`config.mk`:
```
export PLATFORM = sky130hd
export DESIGN_NAME = tic_tac_toe_autoplayer
export DESIGN_NICKNAME = d
export VERILOG_FILES = /design/src/rtl/tic_tac_toe_autoplayer.sv
export SDC_FILE = /design/constraint.sdc
export NUM_CORES = 1
export LEC_CHECK = 0
export ABC_AREA = 1
export CORE_ASPECT_RATIO = 1.4
export CORE_MARGIN = 2
export CORE_UTILIZATION = 50
export CTS_BUF_LIST = sky130_fd_sc_hd__clkbuf_4
export DETAILED_ROUTE_END_ITERATION = 10
export MAX_ROUTING_LAYER = met4
export PLACE_DENSITY_LB_ADDON = 0.12
export REMOVE_ABC_BUFFERS = 1
export SYNTH_ARGS = -nofsm -noshare
export SYNTH_HDL_FRONTEND = slang
export SYNTH_SLANG_ARGS = --single-unit
```
`constraint.sdc`:
```
create_clock -name clk -period 7.7 [get_ports clk]
set_input_delay 1.54 -clock clk [delete_from_list [all_inputs] [get_ports clk]]
set_output_delay 1.54 -clock clk [all_outputs]
set_load 0.02 [all_outputs]
```
`src/rtl/tic_tac_toe_autoplayer.sv`:
```
// Player-2 agent: thinks THINK_CYCLES, pulses one button PRESS_CYCLES, then waits up to ACK_TIMEOUT for its LED.
// No flow control: enable low or game-over aborts any move on the next edge.
module tic_tac_toe_autoplayer #(
  parameter int THINK_CYCLES = 4,
  parameter int PRESS_CYCLES = 2,
  parameter int ACK_TIMEOUT  = 16
) (
  input  logic       clk,
  input  logic       reset_n,
  input  logic       enable,
  input  logic       p2_turn,
  input  logic       p1_win,
  input  logic       p2_win,
  input  logic       grid_full,
  input  logic [8:0] led,
  output logic [8:0] button,
  output logic [8:0] own_cells,
  output logic       busy,
  output logic       err
);

  localparam int CMAX = (ACK_TIMEOUT > THINK_CYCLES) ?
                        ((ACK_TIMEOUT > PRESS_CYCLES) ? ACK_TIMEOUT : PRESS_CYCLES) :
                        ((THINK_CYCLES > PRESS_CYCLES) ? THINK_CYCLES : PRESS_CYCLES);
  localparam int CW = $clog2(CMAX + 1);

  typedef enum logic [1:0] {IDLE, THINK, PRESS, WAIT_ACK} state_t;

  state_t          state, state_nx;
  logic [CW-1:0]   cnt, cnt_nx;
  logic [8:0]      sel_q, sel_nx, own_nx;
  logic            armed, armed_nx, err_nx, over, abort;

  // Lines in scan order: abc, def, ghi, adg, beh, cfi, aei, ceg.
  function automatic logic [8:0] line_mask(input int k);
    case (k)
      0:       line_mask = 9'h007;
      1:       line_mask = 9'h038;
      2:       line_mask = 9'h1C0;
      3:       line_mask = 9'h049;
      4:       line_mask = 9'h092;
      5:       line_mask = 9'h124;
      6:       line_mask = 9'h111;
      default: line_mask = 9'h054;
    endcase
  endfunction

  function automatic logic [8:0] pick_cell(input logic [8:0] brd, input logic [8:0] own);
    logic [8:0] opp, emp, m, res, cand;
    logic       found;
    opp   = brd & ~own;
    emp   = ~brd;
    res   = '0;
    found = 1'b0;
    for (int k = 0; k < 8; k++) begin
      m = line_mask(k);
      if (!found && $countones(own & m) == 2 && $countones(emp & m) == 1) begin
        res   = emp & m;
        found = 1'b1;
      end
    end
    for (int k = 0; k < 8; k++) begin
      m = line_mask(k);
      if (!found && $countones(opp & m) == 2 && $countones(emp & m) == 1) begin
        res   = emp & m;
        found = 1'b1;
      end
    end
    if (!found && emp[4]) begin
      res   = 9'h010;
      found = 1'b1;
    end
    // Corners and edges are listed in ascending bit order, so "first empty" is the lowest set bit.
    cand = emp & 9'h145;
    if (!found && cand != '0) begin
      res   = cand & (~cand + 9'd1);
      found = 1'b1;
    end
    cand = emp & 9'h0AA;
    if (!found && cand != '0) begin
      res = cand & (~cand + 9'd1);
    end
    return res;
  endfunction

  assign over  = p1_win | p2_win | grid_full;
  assign abort = !enable || over;

  always_comb begin
    state_nx = state;
    sel_nx   = sel_q;
    own_nx   = own_cells;
    armed_nx = armed;
    err_nx   = err;
    case (state)
      IDLE: begin
        if (!p2_turn) armed_nx = 1'b1;
        if (enable && p2_turn && armed && !over && led != 9'h1FF) state_nx = THINK;
      end
      THINK: begin
        if (abort) state_nx = IDLE;
        else if (cnt == CW'(THINK_CYCLES - 1)) begin
          sel_nx   = pick_cell(led, own_cells);
          state_nx = PRESS;
        end
      end
      PRESS: begin
        if (abort) state_nx = IDLE;
        else if (cnt == CW'(PRESS_CYCLES - 1)) state_nx = WAIT_ACK;
      end
      default: begin
        if (abort) state_nx = IDLE;
        else if ((led & sel_q) != '0) begin
          own_nx   = own_cells | sel_q;
          armed_nx = 1'b0;
          state_nx = IDLE;
        end else if (cnt == CW'(ACK_TIMEOUT - 1)) begin
          // Disarm on timeout too, so a stuck board does not trigger back-to-back presses.
          err_nx   = 1'b1;
          armed_nx = 1'b0;
          state_nx = IDLE;
        end
      end
    endcase
    if (led == '0) own_nx = '0;
    if (state_nx == state && state != IDLE) cnt_nx = cnt + CW'(1);
    else cnt_nx = '0;
  end

  always_ff @(posedge clk or negedge reset_n) begin
    if (!reset_n) begin
      state     <= IDLE;
      cnt       <= '0;
      sel_q     <= '0;
      own_cells <= '0;
      busy      <= 1'b0;
      err       <= 1'b0;
      armed     <= 1'b1;
    end else begin
      state     <= state_nx;
      cnt       <= cnt_nx;
      sel_q     <= sel_nx;
      own_cells <= own_nx;
      busy      <= (state_nx != IDLE);
      err       <= err_nx;
      armed     <= armed_nx;
    end
  end

  always_comb begin
    button = '0;
    if (state == PRESS) button = sel_q;
  end

endmodule
```
After elaboration in Yosys (flattened, before gate mapping)
Cells that the tools add are included.
- add/sub/neg operators: 195
- equal/unequal tests: 35
- multiplexer cells: 135
- bitwise operators: 39
- reductions and logical operators: 75
- operators by type and width (cell ; number):
    9-bit two-way mux ; 48
    9-bit AND ; 27
    1-bit by 1-bit adder with 2-bit output ; 96
    2-bit by 2-bit adder with 3-bit output ; 48
    4-bit by 1-bit adder with 5-bit output ; 24
    3-bit by 3-bit adder with 4-bit output ; 24
    5-bit by 2-bit equality test with 1-bit output (second input constant) ; 17
    1-bit two-way mux ; 76
    5-bit by 1-bit equality test with 1-bit output (second input constant) ; 9
    1-bit logical AND ; 39
    9-bit NOT ; 3
    9-bit nonzero test ; 3
    1-bit zero test ; 20
    9-bit by 1-bit adder with 9-bit output (second input constant) ; 2
    2-bit two-way mux ; 8
    8-bit by 9-bit AND with 9-bit output ; 1
    9-bit zero test ; 1
    9-bit inequality test (second input constant) ; 1
    8-bit NOT with 9-bit output ; 1
    9-bit bitwise OR ; 1
    4-bit AND reduction ; 2
    2-bit by 1-bit inequality test with 1-bit output (second input constant) ; 3
    2-bit case mux with 3 select lines ; 1
    3-bit AND reduction ; 2
    16 further kinds ; 22
- register bits: 28
- output and inout bits: 20
- word-level logic and storage cells: 486

Longest topological paths before layout
- word-level depth: 136
- depth in mapped cells: 22
- mapped depth without buffers: 22

Worst setup path after synthesis
No wires, ideal clock.
- path type: input port to flip-flop
- start point: input led[0]
- end point: register sel_q[0]
- library setup time: 118 ps
- arrival time: 3663 ps
- data required time: 7582 ps
- setup slack: 3919 ps
- cell stages on the path: 12
- path through: buf_2 > nand2_1 > fa_1 > inv_1 > nor4_1 > nand4_1 > o21ai_0 > nand2_1 > nand2_1 > nand2_1 > nand3_1 > nand2_1
- word-level cells in the longest chain between the ends: 132
- elaborated cells on any way between the ends: 245
- ends and longest elaborated chain (element ; RTL line ; source):
    start, declared ; 15 ; input logic [8:0] led,
    9-bit NOT ; 52 ; emp = ~brd;
    9-bit AND ; -- ;
    1-bit by 1-bit adder with 2-bit output (not written as such) ; 57, 64 ;
    2-bit by 2-bit adder with 3-bit output (not written as such) ; 57, 64 ;
    3-bit by 3-bit adder with 4-bit output (not written as such) ; 57, 64 ;
    4-bit by 1-bit adder with 5-bit output (not written as such) ; 57, 64 ;
    5-bit by 1-bit equality test with 1-bit output ; 57, 64 ;
    1-bit logical AND ; 57 ; if (!found && $countones(own & m) == 2 && $countones(emp & m) == 1) begin
    [... 116 more ...] ; -- ;
    1-bit logical AND ; 75 ; if (!found && cand != '0) begin
    1-bit two-way mux ; 75 ;
    1-bit two-way mux ; 102 ; else if (cnt == CW'(THINK_CYCLES - 1)) begin
    1-bit two-way mux ; 101 ; if (abort) state_nx = IDLE;
    1-bit two-way mux ; 95 ; case (state)
    1-bit zero test ; 80 ; if (!found && cand != '0) begin
    1-bit logical AND ; 80 ;
    9-bit two-way mux (*) ; 80 ;
    end signal, assigned ; 142 ; sel_q <= sel_nx;
    end, declared ; 31 ; logic [8:0] sel_q, sel_nx, own_nx;
Mark *: on every way between the ends. The rest lies on a longest branch, timed or not. The select of a mux whose other input is x is not followed.
A chain may end at the register's enable or synchronous reset.

Final worst setup path
- start point: input led[4]
- end point: register sel_q[1]
- word-level cells in the longest chain between the ends: 132
- elaborated cells on any way between the ends: 241
- ends and longest elaborated chain (element ; RTL line):
    9-bit NOT ; 52
    9-bit AND ; 57, 64
    1-bit by 1-bit adder with 2-bit output (not written as such) ; 57, 64
    2-bit by 2-bit adder with 3-bit output (not written as such) ; 57, 64
    3-bit by 3-bit adder with 4-bit output (not written as such) ; 57, 64
    4-bit by 1-bit adder with 5-bit output (not written as such) ; 57, 64
    5-bit by 1-bit equality test with 1-bit output ; 57, 64
    1-bit logical AND ; 57
    [... 116 more ...] ; --
    1-bit logical AND ; 75
    1-bit two-way mux ; 75
    1-bit two-way mux ; 102
    1-bit two-way mux ; 101
    1-bit two-way mux ; 95
    1-bit zero test ; 80
    1-bit logical AND ; 80
    9-bit two-way mux (*) ; 80
Marks and branches as above.

==> out/metrics.cfg <==
[run_status]
status=finished clean

[yosys]
netlist_instances=407
synthXorXnorAreaFrac_pct=0.892
seq_area_frac_synth_pct=23.8
ys_types=34
synth_seq_cells=28
ys_async_sr_fraction_pct=100
synth_area_leaders=dfrtp_1 23%, fa_1 16%, nand2_1 14%, inv_1 10%, nand3_1 5.3%
synth_top_family_by_area=simple AND/OR/NAND/NOR gates
netlist_top_cells_count=106 x nand2_1, 82 x inv_1, 34 x nor2_1, 31 x nand3_1, 27 x dfrtp_1
synthFlopType=dfrtp_1
syn_area_mm2=0.00295
synth_fa_ha_area_share_pct=21.0
synth_edf_count=0
syn_avg_cell_area_um2=7.24
synthMuxAreaShare_pct=0
yosys.area_share.simple_pct=36.3
synth-compound-area-share_pct=6.92
synth_top_area_share_pct=22.9
synth_most_common_cell=nand2_1
yosys_warnings=0
yosys.area.top_type=dfrtp_1

[route]
wl_per_cell_um=16.8
detail-route-antenna-nets=0
dr.first_iter.drc_count=149
wl_um=8620
vias=2808
first_pass_iters=4
routed_via_density=5.46
drcViolationCount=0

[global_routing]
antenna_found_initial=0
grt_pass1_vias=2925
grt-ovfl-total=0
grt_max_degree=29
track_usage_pct=30.2
grt_pass1_wl_um=14100

[die]
die_w_um=68.9
die_h_um=94.8
rows=33
core-area_mm2=0.00578
die_area_mm2=0.00653
initial_core_util_pct=51.0
ios=36

[setup_path]
cp-end-kind=register
r2r_cells=13
cp_data_arrival_time_ns=4.99
crit_required_ns=7.95
reg2reg_slack_ns=4.46
path_class=input port to register
cp-start-kind=input port
critPathMaxFanout=17

[clock_network]
cts_resized=0
cts_buffers=3
clock_sinks=28
cts-root-buf=clkbuf_4
cts_buffer_depth=2
tritoncts=built
cts_setup_buffers=0
clk_pin_slew_ns=0.15
hold_buffers=0
h-tree-depth=1
insertion_delay_ns=0.33

[power_and_ir_drop]
p_clk_share_pct=19.6
p_total_mw=0.501
seqPwrFrac_pct=33.2
peakVddDrop_uv=137
p_int_mw=0.293
sw_frac_of_total_pct=41.5
p_per_area_mw_per_mm2=146
comb_power_share_pct=47.2
switchingPower_mw=0.208
leakagePower_nw=1.74

[cells_and_area]
final_area_mm2=0.00343
areaGrowthSynthToFinish_pct=16.6
finalNonFillerCells=514
antennaDiodeCount=0
drive_above_1_share_pct=4.73
fin_nets=496

[timing]
hold_viol=0
worstMarginPinSlew_ns=1.08
finalSetupTns_ns=0
fmax_mhz=211
finalMaxSlewViolations=0
skew_ns=0.00424
whs_ns=0.494
setup_viol=0
timing.slew.headroom_pct=27.8
period_share_pct=61.7
rsz0062_at_grt=false
fin_crit_ns=4.75

[placed_design]
io_buffer_count=35
dp_hpwl_um=7050
placed_cell_area_mm2=0.00338
gp_congestion=0.978
placed_cells=510

[worst_hold_path]
hp-class=register to register
hold_path_depth=2

[job]
max_cap_viol_count=0

-- flip-flops by register name, summed over array words and instances (netlist names) --
register,cells
sel_q,9
err,1
armed,1
busy,1
state,2
own_cells,9
cnt,5
-- cells in the final DEF, fill, tap and decap left out, types with 2 or more instances in the layout --
cell             count
o2111ai_1            2
clkbuf_4             3
buf_4                2
nand4_4              3
nor4_1               7
nor3_1              14
a21oi_1             16
nand4_1             16
fa_1                24
o21ai_0              5
nor2_1              34
clkdlybuf4s50_1     35
nand3b_1             2
xor2_1               2
nand3_1             31
a31o_2               2
o211ai_1             2
dfrtp_1             27
nand2_2              2
nand2_1            106
nor2_4               3
ha_1                11
inv_1               82
-- final cells by class --
type                       instances  area, µm²
multi-input combinational        293       1920
inverter                          82        308
clock buffer                       3       22.5
fill                             541       2350
timing repair buffer              37        365
sequential                        28        702
clock inverter                     1       30.0
tap                               70       87.6
-- final timing paths --
path                                          start                        to
setup / recovery                             led[4]      sel_q[1]$_DFFE_PN0P_
hold / removal                    armed$_DFFE_PN1P_         armed$_DFFE_PN1P_
setup reg to reg           own_cells[2]$_DFFE_PN0P_      sel_q[2]$_DFFE_PN0P_
hold reg to reg                   armed$_DFFE_PN1P_         armed$_DFFE_PN1P_
max in group asynchronous                   reset_n         armed$_DFFE_PN1P_
min in group asynchronous                   reset_n  own_cells[8]$_DFFE_PN0P_
-- through the flow --
stage               utilization (%)  setup slack [ns]
CTS                            59.4              2.97
floorplan                         -              4.11
global placement               58.5              2.60
global route                   59.4              2.55
finish                         59.4              2.95
detailed placement             58.5              2.62
-- kinds of logic (layout without fill, tap and decap cells) --
| family | Yosys count | in the layout |
|---|---|---|
| flops | 28 | 28 |
| fa+ha+maj | 35 | 35 |
| compound gates | 33 | 33 |
| xor+xnor | 3 | 3 |
| simple gates | 222 | 222 |
| buf+inv | 86 | 123 |
-- critical path: stages --
cell             delay (ns)
clkdlybuf4s50_1        1.01
nand2_1                0.37
fa_1                   0.59
inv_1                  0.04
nor4_1                 0.64
inv_1                  0.20
nand4_4                0.19
nor2_8                 0.07
nand3_1                0.14
nand2_1                0.07
nand3_1                0.08
nand2_1                0.05
-- metal layers --
layer	track usage, %	wire, µm
met5	-	0
met4	16.2	378
met3	2.50	474
met2	53.0	4610
met1	32.7	3150
-- power groups by stage --
stage	combinational [mW]	clock, mW	sequential, mW
after floorplan	0.155	0	0.174
after global placement	0.232	0	0.169
after detailed placement	0.236	0	0.169
after CTS	0.236	0.101	0.166
after global routing	0.265	0.104	0.168
final	0.236	0.0983	0.166
(Power assumes the default switching activity.)
